--- config.mk ---
export PLATFORM = sky130hd
export DESIGN_NAME = sigma_keyed_stage
export DESIGN_NICKNAME = d
export VERILOG_FILES = /design/src/rtl/sigma_keyed_stage.sv
export SDC_FILE = /design/constraint.sdc
export NUM_CORES = 2
export LEC_CHECK = 0
export ABC_AREA = 0
export BUFFER_PORTS_ARGS = -buffer_cell sky130_fd_sc_hd__buf_2
export CORE_MARGIN = 5
export CORE_UTILIZATION = 42
export DETAILED_ROUTE_END_ITERATION = 7
export PLACE_DENSITY_LB_ADDON = 0.05
export SYNTH_ARGS = -nofsm -noshare
export SYNTH_HDL_FRONTEND = slang
export SYNTH_SLANG_ARGS = --single-unit
--- constraint.sdc ---
create_clock -name clk -period 5.75 [get_ports clk]
set_clock_uncertainty 0.2 [all_clocks]
set_input_delay 0.8625 -clock clk [delete_from_list [all_inputs] [get_ports clk]]
set_output_delay 0.8625 -clock clk [all_outputs]
set_load 0.02 [all_outputs]
--- src/rtl/sigma_keyed_stage.sv ---
// AES key-addition stage: out = in ^ bank[idx], with a local round-key bank,
// valid/ready handshake, a single output register, bypass and index-range error flag.
module sigma_keyed_stage #(
  parameter int unsigned DATA_W   = 128,
  parameter int unsigned NUM_KEYS = 15,
  parameter int unsigned IDX_W    = 4
) (
  input  logic              clk,
  input  logic              rst,
  input  logic              key_wr_en,
  input  logic [IDX_W-1:0]  key_wr_idx,
  input  logic [DATA_W-1:0] key_wr_data,
  input  logic              in_valid,
  output logic              in_ready,
  input  logic [DATA_W-1:0] in_data,
  input  logic [IDX_W-1:0]  in_key_idx,
  input  logic              in_bypass,
  output logic              out_valid,
  input  logic              out_ready,
  output logic [DATA_W-1:0] out_data,
  output logic              out_key_err
);

  if ((DATA_W % 8) != 0 || DATA_W < 8) begin : g_bad_data_w
    $error("DATA_W must be a non-zero multiple of 8");
  end
  if ((64'd1 << IDX_W) < 64'(NUM_KEYS)) begin : g_bad_idx_w
    $error("IDX_W too narrow to address NUM_KEYS entries");
  end

  // One extra bit so the range compare never wraps when NUM_KEYS == 2**IDX_W.
  localparam logic [IDX_W:0] NumKeys = (IDX_W + 1)'(NUM_KEYS);

  logic [DATA_W-1:0] bank_q [NUM_KEYS];
  logic [DATA_W-1:0] bank_d [NUM_KEYS];

  logic              out_valid_q, out_valid_d;
  logic [DATA_W-1:0] out_data_q,  out_data_d;
  logic              out_key_err_q, out_key_err_d;

  logic              wr_hit;
  logic              idx_in_range;
  logic              idx_err;
  logic              accept;
  logic [DATA_W-1:0] key_sel;

  assign wr_hit       = key_wr_en && ({1'b0, key_wr_idx} < NumKeys);
  assign idx_in_range = {1'b0, in_key_idx} < NumKeys;
  assign idx_err      = !idx_in_range && !in_bypass;
  assign in_ready     = !out_valid_q || out_ready;
  assign accept       = in_valid && in_ready;

  always_comb begin
    bank_d = bank_q;
    if (wr_hit) begin
      for (int k = 0; k < int'(NUM_KEYS); k++) begin
        if (key_wr_idx == IDX_W'(k)) begin
          bank_d[k] = key_wr_data;
        end
      end
    end
  end

  // Reading the post-write bank gives same-cycle write-through to the datapath.
  always_comb begin
    key_sel = '0;
    if (!in_bypass && idx_in_range) begin
      for (int k = 0; k < int'(NUM_KEYS); k++) begin
        if (in_key_idx == IDX_W'(k)) begin
          key_sel = bank_d[k];
        end
      end
    end
  end

  always_comb begin
    out_valid_d   = out_valid_q;
    out_data_d    = out_data_q;
    out_key_err_d = out_key_err_q;
    if (accept) begin
      out_valid_d   = 1'b1;
      out_data_d    = in_data ^ key_sel;
      out_key_err_d = idx_err;
    end else if (out_ready) begin
      out_valid_d   = 1'b0;
    end
  end

  always_ff @(posedge clk) begin
    if (rst) begin
      out_valid_q   <= 1'b0;
      out_data_q    <= '0;
      out_key_err_q <= 1'b0;
      for (int k = 0; k < int'(NUM_KEYS); k++) begin
        bank_q[k] <= '0;
      end
    end else begin
      out_valid_q   <= out_valid_d;
      out_data_q    <= out_data_d;
      out_key_err_q <= out_key_err_d;
      for (int k = 0; k < int'(NUM_KEYS); k++) begin
        bank_q[k] <= bank_d[k];
      end
    end
  end

  assign out_valid   = out_valid_q;
  assign out_data    = out_data_q;
  assign out_key_err = out_key_err_q;

endmodule

==> metrics.csv <==
stage,metric,value,unit
outcome,status,finished clean,
timing,Hold Fails Final Rpt,0,
finish,synth-to-layout area growth,15.2,%
place,GP Congestion,0.915,
routing,Initial DRT Pass Iterations,8,
timing,fmax,220,MHz
pwr,Reg power frac,45.7,%
timing,Slew HR,0.935,%
finish,Filler cells,20204,
routing,max layer used,met5,
synthesis,post-synthesis xor/xnor area fraction,0.935,%
clock_tree,Num CTS Buffers,223,
global_route,largest net degree at the start of global routing,228,
clock_tree,clock transition at the registers of the reported paths,0.06,ns
place,dpl cell area,93100,um^2
critical_path,r2r worst-path depth,9,
clock_tree,Root Buffer,clkbuf_16,
pwr,VDD IR max,0.000328,V
global_route,first-pass GRT wire length,568000,um
routing,Via Count,79915,
pwr,clock share of power,45.3,%
routing,Routed WL per cell,31.2,um
clock_tree,Post-CTS Resized,0,
floorplanning,Initial Utilization,42.1,%
floorplanning,Core Region,207000,um^2
critical_path,required time of the critical path,6.26,ns
critical_path,Worst Setup EP,out_data[76],
synthesis,syn avg cell area,8.71,um^2
clock_tree,"Hold-fix buffers, CTS",0,
pwr,Total Power,31900,uW
critical_path,Crit Path Class,primary input to flop,
synthesis,mux cell area share after synthesis,15.1,%
critical_path,R2R Path End,out_data[76],
pwr,Sw Pwr,8350,uW
floorplanning,die area,217000,um^2
clock_tree,Setup Buffers After CTS,0,
routing,DR vias/cell,6.16,
synthesis,Synth async-reset ratio,0,%
synthesis,"Top FF cell, synth",dfxtp_1,
routing,initial DRC count,8824,
global_route,number of global-route vias before repair,75271,
synthesis,#FFs+latches synth,2050,
worst_hold_path,origin of the worst min-delay path,in_valid,
critical_path,CP startpoint,key_wr_idx[2],
routing,residual DRC count,0,
global_route,Total Routing Usage GR,35.9,%
synthesis,Synth Area in Simple Gates,16.2,%
critical_path,WP data arrival,5.05,ns
routing,DR WL met3,28600,um
timing,Worst Tran Pin Value,1.49,ns
routing,DRT antenna net count,0,
worst_hold_path,worst min path class,primary input to flop,
critical_path,CP max FO,39,
pwr,combinational share of power,9.0,%
routing,met1 WL,158000,um
routing,WL met2,181000,um
floorplanning,die width,466,um
timing,final setup fails,0,
synthesis,combinational family with the most area after synthesis,simple AND/OR/NAND/NOR gates,
finish,final net count,10342,
routing,Routed WL,405000,um
finish,design area,100000,um^2
floorplanning,io pins,401,
timing,final period utilization,78.9,%
synthesis,post-synthesis adder-cell area fraction,0,%
place,final HPWL from detailed placement,261000,um
clock_tree,H-Tree Depth,4,
pwr,P_leak,0.0437,uW
critical_path,worst reg2reg startpoint,bank_q[1228],
clock_tree,Worst-Skew Late Latency,0.89,ns
pwr,power per cell area,318,nW/um^2
critical_path,r2r setup slk,2.69,ns
clock_tree,CTS tree,built,
global_route,initial antenna violation count,53,
timing,RSZ-0062 raised after global routing,false,
synthesis,number of synthesized flops with an enable pin,0,
pwr,switching share of power,26.2,%
synthesis,Syn Nets,10271,
place,Port Buf Inserts,400,
synthesis,Synth cell types,81,
timing,min Tclk post-route,4.54,ns
critical_path,CP Capture Type,flop,
critical_path,Worst setup SP type,primary input,
floorplanning,row cnt,167,
timing,Final Max Slew Viols,0,
synthesis,compound-gate portion of the synthesized area,15.8,%
floorplanning,Die Ht,466,um
global_route,GRT overflow,0,
flow_run,max-cap violations,0,
finish,share of layout cells above drive strength 1,12.5,%
synthesis,warnings from Yosys,0,
synthesis,Syn Inst Count,10001,
clock_tree,CTS Sinks,2050,
pwr,Pint,23500,uW
synthesis,Mapped Area,87200,um^2
timing,Setup TNS,0,ns
clock_tree,Max clock buf depth,3,
synthesis,sequential area share after synthesis,47.1,%
sequential cells by signal (all words and copies together), names as in the netlist:
name	cells
bank_q	1920
out_data	128
out_key_err	1
out_valid	1
layout by cell type (no fill, tap or decap), types with 76 or more instances in the layout:
cell type / n
buf_4: 354
nor4_1: 134
a21oi_1: 770
nand2_1: 477
o22ai_1: 507
nor2_1: 2111
nor3_1: 87
mux2i_1: 1285
buf_12: 76
o21ai_0: 321
clkbuf_16: 228
dfxtp_1: 2050
buf_2: 399
nand3_1: 140
a211oi_1: 172
synthesized netlist by cell type (all sizes together) (9+ instances only):
cell | n | area share (%)
buf | 286 | 1.8
nand4 | 27 | 0.19
a22oi | 29 | 0.25
and3 | 44 | 0.32
clkbuf | 697 | 3.0
a31oi | 39 | 0.28
a211o | 13 | 0.13
o31a | 11 | 0.11
mux2i | 1285 | 15
a21o | 45 | 0.39
or4 | 61 | 0.53
o2111ai | 25 | 0.25
nor4 | 134 | 0.96
o31ai | 16 | 0.14
o211ai | 27 | 0.23
nand2b | 43 | 0.31
o22ai | 507 | 3.6
nor3 | 88 | 0.51
o311a | 9 | 0.10
o21ai | 332 | 1.9
nor2b | 9 | 0.065
nor2 | 2134 | 9.2
a221oi | 44 | 0.46
xnor2 | 74 | 0.74
o21a | 9 | 0.078
o22a | 14 | 0.14
nor4b | 9 | 0.13
a21oi | 771 | 4.4
a211oi | 173 | 1.5
or3 | 34 | 0.24
nand3 | 143 | 0.82
a2111oi | 33 | 0.34
xor2 | 19 | 0.19
o32ai | 23 | 0.23
a311oi | 10 | 0.10
mux2 | 29 | 0.37
nand2 | 506 | 2.2
and2 | 63 | 0.45
a41oi | 10 | 0.10
dfxtp | 2050 | 47
o221ai | 52 | 0.52
per-stage QoR:
stage	util [%]	setup slack [ns]	std cells	hold WS (ns)
2_1_floorplan	-	2.21	10001	0.236
3_3_place_gp	45.0	0.575	12551	0.237
3_5_place_dp	45.0	0.495	12551	0.242
4_1_cts	48.5	1.42	12944	0.0150
5_1_grt	48.5	1.16	12956	0.0523
6_report	48.5	1.21	12970	0.0671
cells by family (layout without fill, tap and decap cells):
logic type	Yosys count	in the layout
compound gates	2237	2237
xor+xnor	93	93
buf+inv	989	1228
flops	2050	2050
mux	1314	1314
other cells	0	26
simple gates	3318	3318
power by group through the flow:
stage | combinational, uW | clock, uW | sequential [uW]
5_1_grt | 2970 | 15200 | 14600
3_5_place_dp | 2810 | 0 | 14900
2_1_floorplan | 1390 | 0 | 14900
6_report | 2880 | 14500 | 14600
4_1_cts | 2820 | 14600 | 14600
3_3_place_gp | 2790 | 0 | 14900
critical path, cell delays in order:
cell,delay (ns)
buf_2,0.36
and3b_2,0.56
nand2_8,0.48
buf_4,0.39
a21oi_1,0.16
a21oi_1,0.06
a2111oi_0,1.03
buf_4,0.24
a2111oi_0,0.10
o41ai_1,0.29
buf_4,0.22
xor2_1,0.15
a211oi_1,0.08
cell type report:
type,count,area (um^2),area share [%]
multi-input combinational,6962,42400,42.3
sequential,2050,41000,40.9
clock buffer,353,6740,6.71
timing repair buffer,829,6180,6.15
tap,2704,3380,3.37
clock inverter,40,513,0.511
antenna,26,65.1,0.0648
inverter,6,22.5,0.0224
per-layer routing:
| layer | vias to the layer above | GRT usage (%) |
|---|---|---|
| li1 | 35436 | - |
| met1 | 39550 | 44.0 |
| met2 | 3814 | 56.9 |
| met3 | 1099 | 5.32 |
| met4 | 16 | 27.5 |
| met5 | - | 0 |
how the worst min path moves through the flow:
| stage | slack (ns) | depth (start not counted) | endpoint |
|---|---|---|---|
| final | 0.07 | 3 | out_valid |
| after CTS | 0.02 | 3 | out_valid |
| after floorplan | 0.24 | 2 | bank_q[817] |
| after global routing | 0.05 | 3 | out_valid |
| after global placement | 0.24 | 2 | out_data[67] |
| after detailed placement | 0.24 | 2 | out_data[74] |
No activity file was read; power rests on OpenSTA's default activity.
